$ cat config.mk
export PLATFORM = sky130hd
export DESIGN_NAME = fetch_sequencer_flat
export DESIGN_NICKNAME = d
export VERILOG_FILES = /design/src/rtl/fetch_sequencer_pkg.sv /design/src/rtl/fetch_sequencer_if.sv /design/src/rtl/fetch_sequencer_pc_target_unit.sv /design/src/rtl/fetch_sequencer.sv /design/src/flat_wrapper.sv
export SDC_FILE = /design/constraint.sdc
export NUM_CORES = 1
export LEC_CHECK = 0
export ABC_AREA = 1
export ABC_CLOCK_PERIOD_IN_PS = 3830
export BUFFER_PORTS_ARGS = -buffer_cell sky130_fd_sc_hd__buf_4
export CAP_MARGIN = 0
export CORE_ASPECT_RATIO = 1.75
export CORE_MARGIN = 8
export CORE_UTILIZATION = 55
export DETAILED_ROUTE_END_ITERATION = 12
export PLACE_DENSITY = 0.8
export SETUP_SLACK_MARGIN = 0.02
export SLEW_MARGIN = 10
export SYNTH_ARGS = -nofsm -noshare
export SYNTH_HDL_FRONTEND = slang
export SYNTH_HIERARCHICAL = 1
export SYNTH_SLANG_ARGS = --single-unit
$ cat constraint.sdc
create_clock -name clk -period 3.83 [get_ports clk]
set_input_delay 0.766 -clock clk [delete_from_list [all_inputs] [get_ports clk]]
set_output_delay 0.766 -clock clk [all_outputs]
set_load 0.05 [all_outputs]
$ cat src/rtl/fetch_sequencer_pkg.sv
`default_nettype none
// ============================================================================
// Module   : fetch_sequencer_pkg
// Purpose  : Shared encodings for the fetch sequencer.
//            - NPC_* : next-PC operation codes coming from the EX stage.
//            - FS_*  : fetch FSM state encodings.
//            - npc_is_redirect() : true for the ops that change control flow.
// Revision : 1.0 - initial release
// ============================================================================
package fetch_sequencer_pkg;

  // Next-PC operation codes (unchanged from the existing control encoding)
  localparam logic [2:0] NPC_PLUS4  = 3'b000;
  localparam logic [2:0] NPC_BRANCH = 3'b001;
  localparam logic [2:0] NPC_JUMP   = 3'b010;
  localparam logic [2:0] NPC_JALR   = 3'b100;

  // Fetch FSM states
  localparam logic [1:0] FS_BOOT = 2'd0;
  localparam logic [1:0] FS_REQ  = 2'd1;
  localparam logic [1:0] FS_RESP = 2'd2;
  localparam logic [1:0] FS_DROP = 2'd3;

  // Undefined opcodes are treated like NPC_PLUS4, i.e. no redirect.
  function automatic logic npc_is_redirect(input logic [2:0] op);
    return (op == NPC_BRANCH) || (op == NPC_JUMP) || (op == NPC_JALR);
  endfunction

endpackage
`default_nettype wire

$ cat src/rtl/fetch_sequencer_if.sv
`default_nettype none
// ============================================================================
// Module   : fetch_sequencer_if
// Purpose  : Instruction-memory request/response bus.
// Ports    : req    - fetch request            (master -> slave)
//            addr   - fetch address            (master -> slave)
//            gnt    - request accepted         (slave -> master)
//            rvalid - instruction returned     (slave -> master)
//            rdata  - returned instruction     (slave -> master)
// Revision : 1.0 - initial release
// ============================================================================
interface fetch_sequencer_if;
  logic        req;
  logic [31:0] addr;
  logic        gnt;
  logic        rvalid;
  logic [31:0] rdata;

  modport master (output req, output addr, input gnt, input rvalid, input rdata);
  modport slave  (input req, input addr, output gnt, output rvalid, output rdata);
endinterface
`default_nettype wire

$ cat src/rtl/fetch_sequencer_pc_target_unit.sv
`default_nettype none
// ============================================================================
// Module   : pc_target_unit
// Purpose  : Combinational redirect decision and target address.
//            Priority: trap > EX branch/jump/jalr > sequential.
// Ports    : trap_i, ex_npcop, ex_pc, ex_imm, ex_rs1 - inputs
//            redirect - a redirect is requested this cycle
//            target   - redirect destination (JALR result has LSB cleared)
// Revision : 1.0 - initial release
// ============================================================================
module pc_target_unit
  import fetch_sequencer_pkg::*;
#(
  parameter logic [31:0] TRAP_VEC = 32'h0000_0100
) (
  input  logic        trap_i,
  input  logic [2:0]  ex_npcop,
  input  logic [31:0] ex_pc,
  input  logic [31:0] ex_imm,
  input  logic [31:0] ex_rs1,
  output logic        redirect,
  output logic [31:0] target
);

  logic [31:0] w_pc_rel;
  logic [31:0] w_reg_rel;

  assign w_pc_rel  = ex_pc + ex_imm;
  assign w_reg_rel = (ex_rs1 + ex_imm) & ~32'h1;
  assign redirect  = trap_i | npc_is_redirect(ex_npcop);

  always_comb begin
    target = 32'h0;
    if (trap_i)
      target = TRAP_VEC;
    else if (ex_npcop == NPC_JALR)
      target = w_reg_rel;
    else if ((ex_npcop == NPC_BRANCH) || (ex_npcop == NPC_JUMP))
      target = w_pc_rel;
  end

endmodule
`default_nettype wire

$ cat src/rtl/fetch_sequencer.sv
`default_nettype none
// ============================================================================
// Module   : fetch_sequencer
// Purpose  : Owns the PC and sequences instruction fetch, one outstanding
//            request at a time. Handles redirects, squashes stale returns and
//            parks a return that arrives during a stall in a 1-entry buffer.
// Ports    : clk, rst          - clock, synchronous active-high reset
//            stall_i           - pipeline stall
//            trap_i            - trap redirect request
//            ex_npcop/pc/imm/rs1 - EX-stage next-PC information
//            imem              - instruction memory bus (master side)
//            if_valid/instr/pc - instruction delivered to IF/ID
//            flush_ifid/idex   - pipeline kills, asserted with a redirect
// Revision : 1.0 - initial release
// ============================================================================
module fetch_sequencer
  import fetch_sequencer_pkg::*;
#(
  parameter logic [31:0] RESET_PC = 32'h0000_0000,
  parameter logic [31:0] TRAP_VEC = 32'h0000_0100
) (
  input  logic                      clk,
  input  logic                      rst,
  input  logic                      stall_i,
  input  logic                      trap_i,
  input  logic [2:0]                ex_npcop,
  input  logic [31:0]               ex_pc,
  input  logic [31:0]               ex_imm,
  input  logic [31:0]               ex_rs1,
  fetch_sequencer_if.master         imem,
  output logic                      if_valid,
  output logic [31:0]               if_instr,
  output logic [31:0]               if_pc,
  output logic                      flush_ifid,
  output logic                      flush_idex
);

  logic [1:0]  r_state;
  logic [31:0] r_pc;
  logic [31:0] r_ftch_pc;
  logic        r_hold_valid;
  logic [31:0] r_hold_instr;
  logic [31:0] r_hold_pc;

  logic        w_redirect;
  logic [31:0] w_target;
  logic        w_fire;
  logic        w_drain;
  logic        w_deliver;

  pc_target_unit #(.TRAP_VEC(TRAP_VEC)) u_pc_target (
    .trap_i   (trap_i),
    .ex_npcop (ex_npcop),
    .ex_pc    (ex_pc),
    .ex_imm   (ex_imm),
    .ex_rs1   (ex_rs1),
    .redirect (w_redirect),
    .target   (w_target)
  );

  assign flush_ifid = w_redirect;
  assign flush_idex = w_redirect;

  // A full hold buffer blocks new requests, so the buffer can only be
  // occupied while sitting in REQ; draining therefore never races a fetch.
  assign imem.req  = (r_state == FS_REQ) & ~stall_i & ~r_hold_valid;
  assign imem.addr = r_pc;
  assign w_fire    = imem.req & imem.gnt;

  assign w_drain   = (r_state == FS_REQ) & r_hold_valid & ~stall_i & ~w_redirect;
  assign w_deliver = (r_state == FS_RESP) & imem.rvalid & ~stall_i & ~w_redirect;

  assign if_valid  = w_drain | w_deliver;
  assign if_instr  = w_deliver ? imem.rdata : (w_drain ? r_hold_instr : 32'h0);
  assign if_pc     = w_deliver ? r_ftch_pc  : (w_drain ? r_hold_pc    : 32'h0);

  always_ff @(posedge clk) begin
    if (rst) begin
      r_state      <= FS_BOOT;
      r_pc         <= RESET_PC;
      r_ftch_pc    <= RESET_PC;
      r_hold_valid <= 1'b0;
      r_hold_instr <= 32'h0;
      r_hold_pc    <= 32'h0;
    end else begin
      // A redirect makes any parked instruction stale.
      if (w_redirect || w_drain)
        r_hold_valid <= 1'b0;

      case (r_state)
        FS_BOOT: begin
          if (w_redirect) r_pc <= w_target;
          r_state <= FS_REQ;
        end
        FS_REQ: begin
          if (w_redirect) begin
            r_pc <= w_target;
            // A granted fetch to the old PC still returns; squash it.
            if (w_fire) r_state <= FS_DROP;
          end else if (w_fire) begin
            r_ftch_pc <= r_pc;
            r_pc      <= r_pc + 32'd4;
            r_state   <= FS_RESP;
          end
        end
        FS_RESP: begin
          if (w_redirect) begin
            r_pc    <= w_target;
            r_state <= imem.rvalid ? FS_REQ : FS_DROP;
          end else if (imem.rvalid) begin
            r_state <= FS_REQ;
            if (stall_i) begin
              r_hold_valid <= 1'b1;
              r_hold_instr <= imem.rdata;
              r_hold_pc    <= r_ftch_pc;
            end
          end
        end
        FS_DROP: begin
          if (w_redirect) r_pc <= w_target;
          if (imem.rvalid) r_state <= FS_REQ;
        end
        default: r_state <= FS_BOOT;
      endcase
    end
  end

endmodule
`default_nettype wire

$ cat src/flat_wrapper.sv
// flat-port wrapper written by rule: the top's interface ports become plain ports
module fetch_sequencer_flat import fetch_sequencer_pkg::*;
#(
  parameter logic [31:0] RESET_PC = 32'h0000_0000,
  parameter logic [31:0] TRAP_VEC = 32'h0000_0100
)
  (clk, rst, stall_i, trap_i, ex_npcop, ex_pc, ex_imm, ex_rs1, if_valid, if_instr, if_pc, flush_ifid, flush_idex, imem_req, imem_addr, imem_gnt, imem_rvalid, imem_rdata);
  fetch_sequencer_if imem_i ();
  input  logic clk;
  input  logic rst;
  input  logic stall_i;
  input  logic trap_i;
  input  logic [2:0] ex_npcop;
  input  logic [31:0] ex_pc;
  input  logic [31:0] ex_imm;
  input  logic [31:0] ex_rs1;
  output logic if_valid;
  output logic [31:0] if_instr;
  output logic [31:0] if_pc;
  output logic flush_ifid;
  output logic flush_idex;
  output wire logic [$bits(imem_i.req)-1:0] imem_req;
  output wire logic [$bits(imem_i.addr)-1:0] imem_addr;
  input wire logic [$bits(imem_i.gnt)-1:0] imem_gnt;
  input wire logic [$bits(imem_i.rvalid)-1:0] imem_rvalid;
  input wire logic [$bits(imem_i.rdata)-1:0] imem_rdata;
  assign imem_req = imem_i.req;
  assign imem_addr = imem_i.addr;
  assign imem_i.gnt = imem_gnt;
  assign imem_i.rvalid = imem_rvalid;
  assign imem_i.rdata = imem_rdata;
  fetch_sequencer #(.RESET_PC(RESET_PC), .TRAP_VEC(TRAP_VEC)) u_core (.clk(clk), .rst(rst), .stall_i(stall_i), .trap_i(trap_i), .ex_npcop(ex_npcop), .ex_pc(ex_pc), .ex_imm(ex_imm), .ex_rs1(ex_rs1), .imem(imem_i), .if_valid(if_valid), .if_instr(if_instr), .if_pc(if_pc), .flush_ifid(flush_ifid), .flush_idex(flush_idex));
endmodule
# == Yosys cells after proc, flatten, opt, wreduce, memory -nomap -nowiden ==
# Index checks and enable logic that the tools add are counted.
# totals
reg_bits,131
# op_classes
addsub,3
n_eq_ne,9
mux,23
n_bitwise,14
n_reduce_logical,8
# ops
op,count
$mux 32,10
$add 32x32->32,2
$pmux 32 s2,1
$add 32x3->32 const B,1
$mux 2,6
$and 1x1->1,9
$pmux 2 s4,1
$mux 1,5
$eq 2x2->1 const B,2
$ne 2x1->1 const B,2
$reduce_and 4->1,1
$eq 3x1->1 const B,1
$eq 3x2->1 const B,1
$eq 3x3->1 const B,1
$logic_or 1x1->1,3
$ne 3x1->1 const B,1
$not 1->1,3
$reduce_and 3->1,1
$reduce_or 3->1,1
$eq 2x1->1 const B,1
$logic_not 2->1,1
$or 1x1->1,2
$reduce_and 2->1,1

# == Longest topological paths before layout ==
# logic_depth
ltp_word,12
depth_mapped,19

# == Hierarchy ==
# Netlist, hierarchy kept.
# by_module_without_submodules
mod,n_inst,cells_per_inst,area_per_inst_um2
fetch_sequencer,1,965,6483.7
pc_target_unit,1,1059,5031.1

# == Worst setup path before layout ==
# No wires, ideal clock.
# synth_path
path_kind,input -> output
from,in ex_npcop[1]
to,out if_instr[31]
t_arrival_ps,3588
t_required_ps,3064
path_slack_ps,-524
cell_stages,10
cell_sequence,nor2_1 -> inv_1 -> nor2_1 -> inv_2 -> buf_2 -> nand3_1 -> inv_2 -> nand3_1 -> buf_4 -> o21ai_0
# synth_between
elab_chain_len,8
elab_cells_between_ends,11
cone_classes,3 x eq/ne; 2 x mux; 4 x bitwise; 2 x reduce/logical
# synth_rtl
item,line_no,source
"start, declared",flat_wrapper.sv:13,input logic [2:0] ex_npcop;
$eq 3x1->1 or $eq 3x2->1 (tied branches),fetch_sequencer_pkg.sv:26,return (op == NPC_BRANCH) || (op == NPC_JUMP) || (op == NPC_JALR);
$logic_or 1x1->1,fetch_sequencer_pkg.sv:26,
$logic_or 1x1->1 (*),fetch_sequencer_pkg.sv:26,
$or 1x1->1 (*),fetch_sequencer_pc_target_unit.sv:30,assign redirect = trap_i | npc_is_redirect(ex_npcop);
via flush_idex,flat_wrapper.sv:21,output logic flush_idex;
$not 1->1 (no line) (*),-,
$and 1x1->1,fetch_sequencer.sv:70,assign w_drain = (r_state == FS_REQ) & r_hold_valid & ~stall_i & ~w_redirect;
$mux 32,fetch_sequencer.sv:74,assign if_instr = w_deliver ? imem.rdata : (w_drain ? r_hold_instr : 32'h0);
$mux 32 (*),fetch_sequencer.sv:74,
"end, declared",flat_wrapper.sv:18,output logic [31:0] if_instr;
# Mark *: on every way through the listed nets, which the timed path passes. The rest lies on a longest branch.

# == Worst setup path in the final report ==
# layout_path
from,in ex_npcop[1]
to,out if_pc[29]
# layout_between
elab_chain_len,8
elab_cells_between_ends,11
cone_classes,3 x eq/ne; 2 x mux; 4 x bitwise; 2 x reduce/logical
# layout_rtl
item,line_no,source
$eq 3x1->1 or $eq 3x2->1 (tied branches),fetch_sequencer_pkg.sv:26,
$logic_or 1x1->1,fetch_sequencer_pkg.sv:26,
$logic_or 1x1->1 (*),fetch_sequencer_pkg.sv:26,
$or 1x1->1 (*),fetch_sequencer_pc_target_unit.sv:30,
$not 1->1 (no line) (*),-,
$and 1x1->1,fetch_sequencer.sv:70,
$mux 32,fetch_sequencer.sv:75,assign if_pc = w_deliver ? r_ftch_pc : (w_drain ? r_hold_pc : 32'h0);
$mux 32 (*),fetch_sequencer.sv:75,
"end, declared",flat_wrapper.sv:19,output logic [31:0] if_pc;
# Every way passes the cells marked *; elsewhere a longest branch is shown, timed or not.

==> summary.txt <==
Clock root buffer = clkbuf_16
Die X-Extent = 125 microns
M3 GR Usage = 5.17%
Top delay family on crit path = buffers and inverters
Max Cap Violations = 0
R2R cell count = 10
WP buf/inv = 5
Synth top area share = 22.8%
CTS max path bufs = 3
Net Count, Synth = 2225
Critical Path Start Type = input pin
Final ANT Viol Nets = 0
Met1 Track Usage GR = 29.5%
Clk slew on worst S/H paths = 0.06 ns
Post-synth EDFFs = 0
Largest net degree at the start of global routing = 81
Final setup skew = 0.0191 ns
Routed wire length per instance = 17.7 microns
Area growth, synth to finish = 23.7%
Number of fill cells = 1903
Worst skew pair latency = 0.47 ns
Crit path required time = 3.06 ns
Worst r2r src = u_core/imem.addr[2]
RePlAce Congestion = 1.05
Worst hold endpoint = u_core/r_hold_pc[27]
DR vias = 13.9k
Synth Instances = 2024
DP HPWL = 35100 microns
Met2 GRT Util = 61.1%
Status = complete, no violations
Seq/Total Area, Yosys = 22.8%
Total wire length = 44000 microns
Postcts setup bufs = 0
Post-route minimum period = 3.53 ns
Count of cell types in the netlist = 50
DRC Markers = 0
Initial Utilization = 55.5%
Worst hold-check slack = 0.463 ns
Synth top cells by count = nand2_1 (621), inv_1 (305), a21oi_1 (200)
Congestion Overflow GR = 0
Post-Route Utilization = 68.6%
Die height = 207 microns
Vias in the first global route = 13.9k
Slowest CP cell = nand3_4
Synth warn = 6
Flops & latches, synth = 131
CP cell instances = buf_4 -> nor2_1 -> inv_1 -> nand3_2 -> nand3_2 -> inv_2 -> nand3_4 -> buf_12 -> o21ai_1 -> buf_4
Area leader, netlist = dfxtp_1
Initial antenna violation count = 0
Cell Rows = 70
GRT Total Usage = 32.9%
H-tree levels = 4
CTS tree = yes
Worst hold path type = reg -> reg
CTS Sinks = 131
RR Endpoint = u_core/imem.addr[26]
Mapped cell area = 11500 sq um
Leak = 6.84 nW
Power Density = 322 nW/um^2
Critical path class = in -> out
Flop2flop setup slack = 1.76 ns
Period utilization = 92.2%
Starting DRT DRC Count = 992
RSZ-0062 raised after global routing = no
Grt peak-use layer = met2
Worst vdd ir = 219 uV
Hold Crit Depth = 2
Slew @ Worst Pin = 0.829 ns
Syn Area/Cell = 5.69 sq um
Ys async rst share = 0%
Antenna Cells = 0
Port Buffer Count = 236
Fin. Hold Viols = 0
Worst-path fanout max = 44
IO Pins = 237
Final #Nets = 2431
Worst EP arrival = 2.77 ns
1st-pass router iterations = 7
# setup viols final = 0
Fmax = 0.283 GHz
Vias per inst = 5.60
Slew headroom = 44.7%
Core Footprint = 20800 sq um
TritonCTS buffer count = 25
Hold-fix buffers at CTS = 0
Crit. End Element = primary output
CP peak stage delay = 0.35 ns
Setup_tns = 0 ns
Count of final max-slew check failures = 0
Share of cells above drive strength 1 = 16.9%
CTS resizes = 0
Worst Min Path Start = u_core/r_hold_pc[27]
Ys flop type = dfxtp_1
Main area contributors after synthesis = dfxtp_1 (23%), nand2_1 (20%), inv_1 (9.9%), a21oi_1 (8.7%), o21ai_0 (7.1%)
First-pass GRT wire length = 68700 microns
Count leader, synth = nand2_1
DIE AREA = 26000 sq um
==> sequential cells by signal, indices dropped and copies added, names as in the netlist <==
register / count
u_core/r_hold_pc: 32
u_core/r_ftch_pc: 32
u_core/r_hold_instr: 32
u_core/imem.addr: 32
u_core/r_state: 2
u_core/r_hold_valid: 1
==> per-layer routing <==
metal	vias up	part of all wire [%]
met5	-	0
li1	6858	-
met1	6253	34
met4	0	9.9
met2	624	51
met3	203	5.7
==> worst max-delay path by stage <==
stage	from	endpoint	slack, ns	cells past startpoint
2_1_floorplan	ex_npcop[1]	if_pc[24]	0.09	10
3_3_place_gp	ex_npcop[1]	if_pc[25]	0.42	10
3_5_place_dp	ex_npcop[1]	if_pc[29]	0.38	10
4_1_cts	ex_npcop[1]	if_pc[29]	0.34	10
5_1_grt	ex_npcop[1]	if_pc[29]	0.21	10
6_report	ex_npcop[1]	if_pc[29]	0.30	10
==> where the power goes <==
part           switching [mW]  total [mW]  internal, mW
Sequential             0.0483        1.45          1.40
Combinational           0.837        1.27         0.433
Clock                   0.612        1.87          1.25
==> cells in the final DEF (no fill, tap or decap), drive strengths merged <==
| cell | count |
|---|---|
| fa | 2 |
| clkinv | 3 |
| clkbuf | 31 |
| a31oi | 1 |
| o22ai | 3 |
| nand2 | 629 |
| o21bai | 7 |
| ha | 62 |
| nor2 | 195 |
| nor3b | 1 |
| xnor2 | 2 |
| a211oi | 3 |
| xor2 | 3 |
| o21ai | 228 |
| a21o | 2 |
| nand3 | 108 |
| a21oi | 200 |
| o211ai | 2 |
| or2 | 15 |
| o21a | 15 |
| nor3 | 15 |
| and2 | 3 |
| nand3b | 4 |
| nand4 | 8 |
| a21boi | 1 |
| buf | 247 |
| inv | 311 |
| o31ai | 3 |
| dfxtp | 131 |
| nor4 | 1 |
==> cell type report <==
cell class	count	area (sq um)	area share [%]
clock inverter	2	10.0	0.0703
clock buffer	31	698	4.90
multi-input combinational	1513	7530	52.9
sequential	131	2620	18.4
tap	252	315	2.21
timing repair buffer	247	1890	13.3
inverter	312	1170	8.25
==> per-stage QoR <==
step | cells | power (mW) | setup slack (ns) | area (sq um)
3_5_place_dp | 2455 | 2.72 | 0.377 | 13500
4_1_cts | 2488 | 4.58 | 0.342 | 14200
6_report | 2488 | 4.59 | 0.298 | 14200
2_1_floorplan | 2024 | 2.28 | 0.0885 | 11700
5_1_grt | 2488 | 4.80 | 0.206 | 14200
3_3_place_gp | 2455 | 2.70 | 0.415 | 13500
==> worst reg2reg max path: cells and delay by family (launching register included) <==
kind,cells,cell delay [ns]
simple gates,6,0.83
buf+inv,2,0.36
compound gates,1,0.06
flops,1,0.45
fa+ha+maj,1,0.27
==> cells by family (layout without fill, tap and decap cells) <==
kind of cell | count (synthesis) | after routing | synth area share, %
AO/OA/AOI/OAI | 465 | 465 | 21.1
XOR/XNOR | 5 | 5 | 0.380
AND/OR/NAND/NOR | 979 | 979 | 34.9
adder cells (fa/ha/maj) | 64 | 64 | 7.08
buffers and inverters | 380 | 592 | 13.8
flip-flops | 131 | 131 | 22.8
Power figures use the tool's default switching activity.
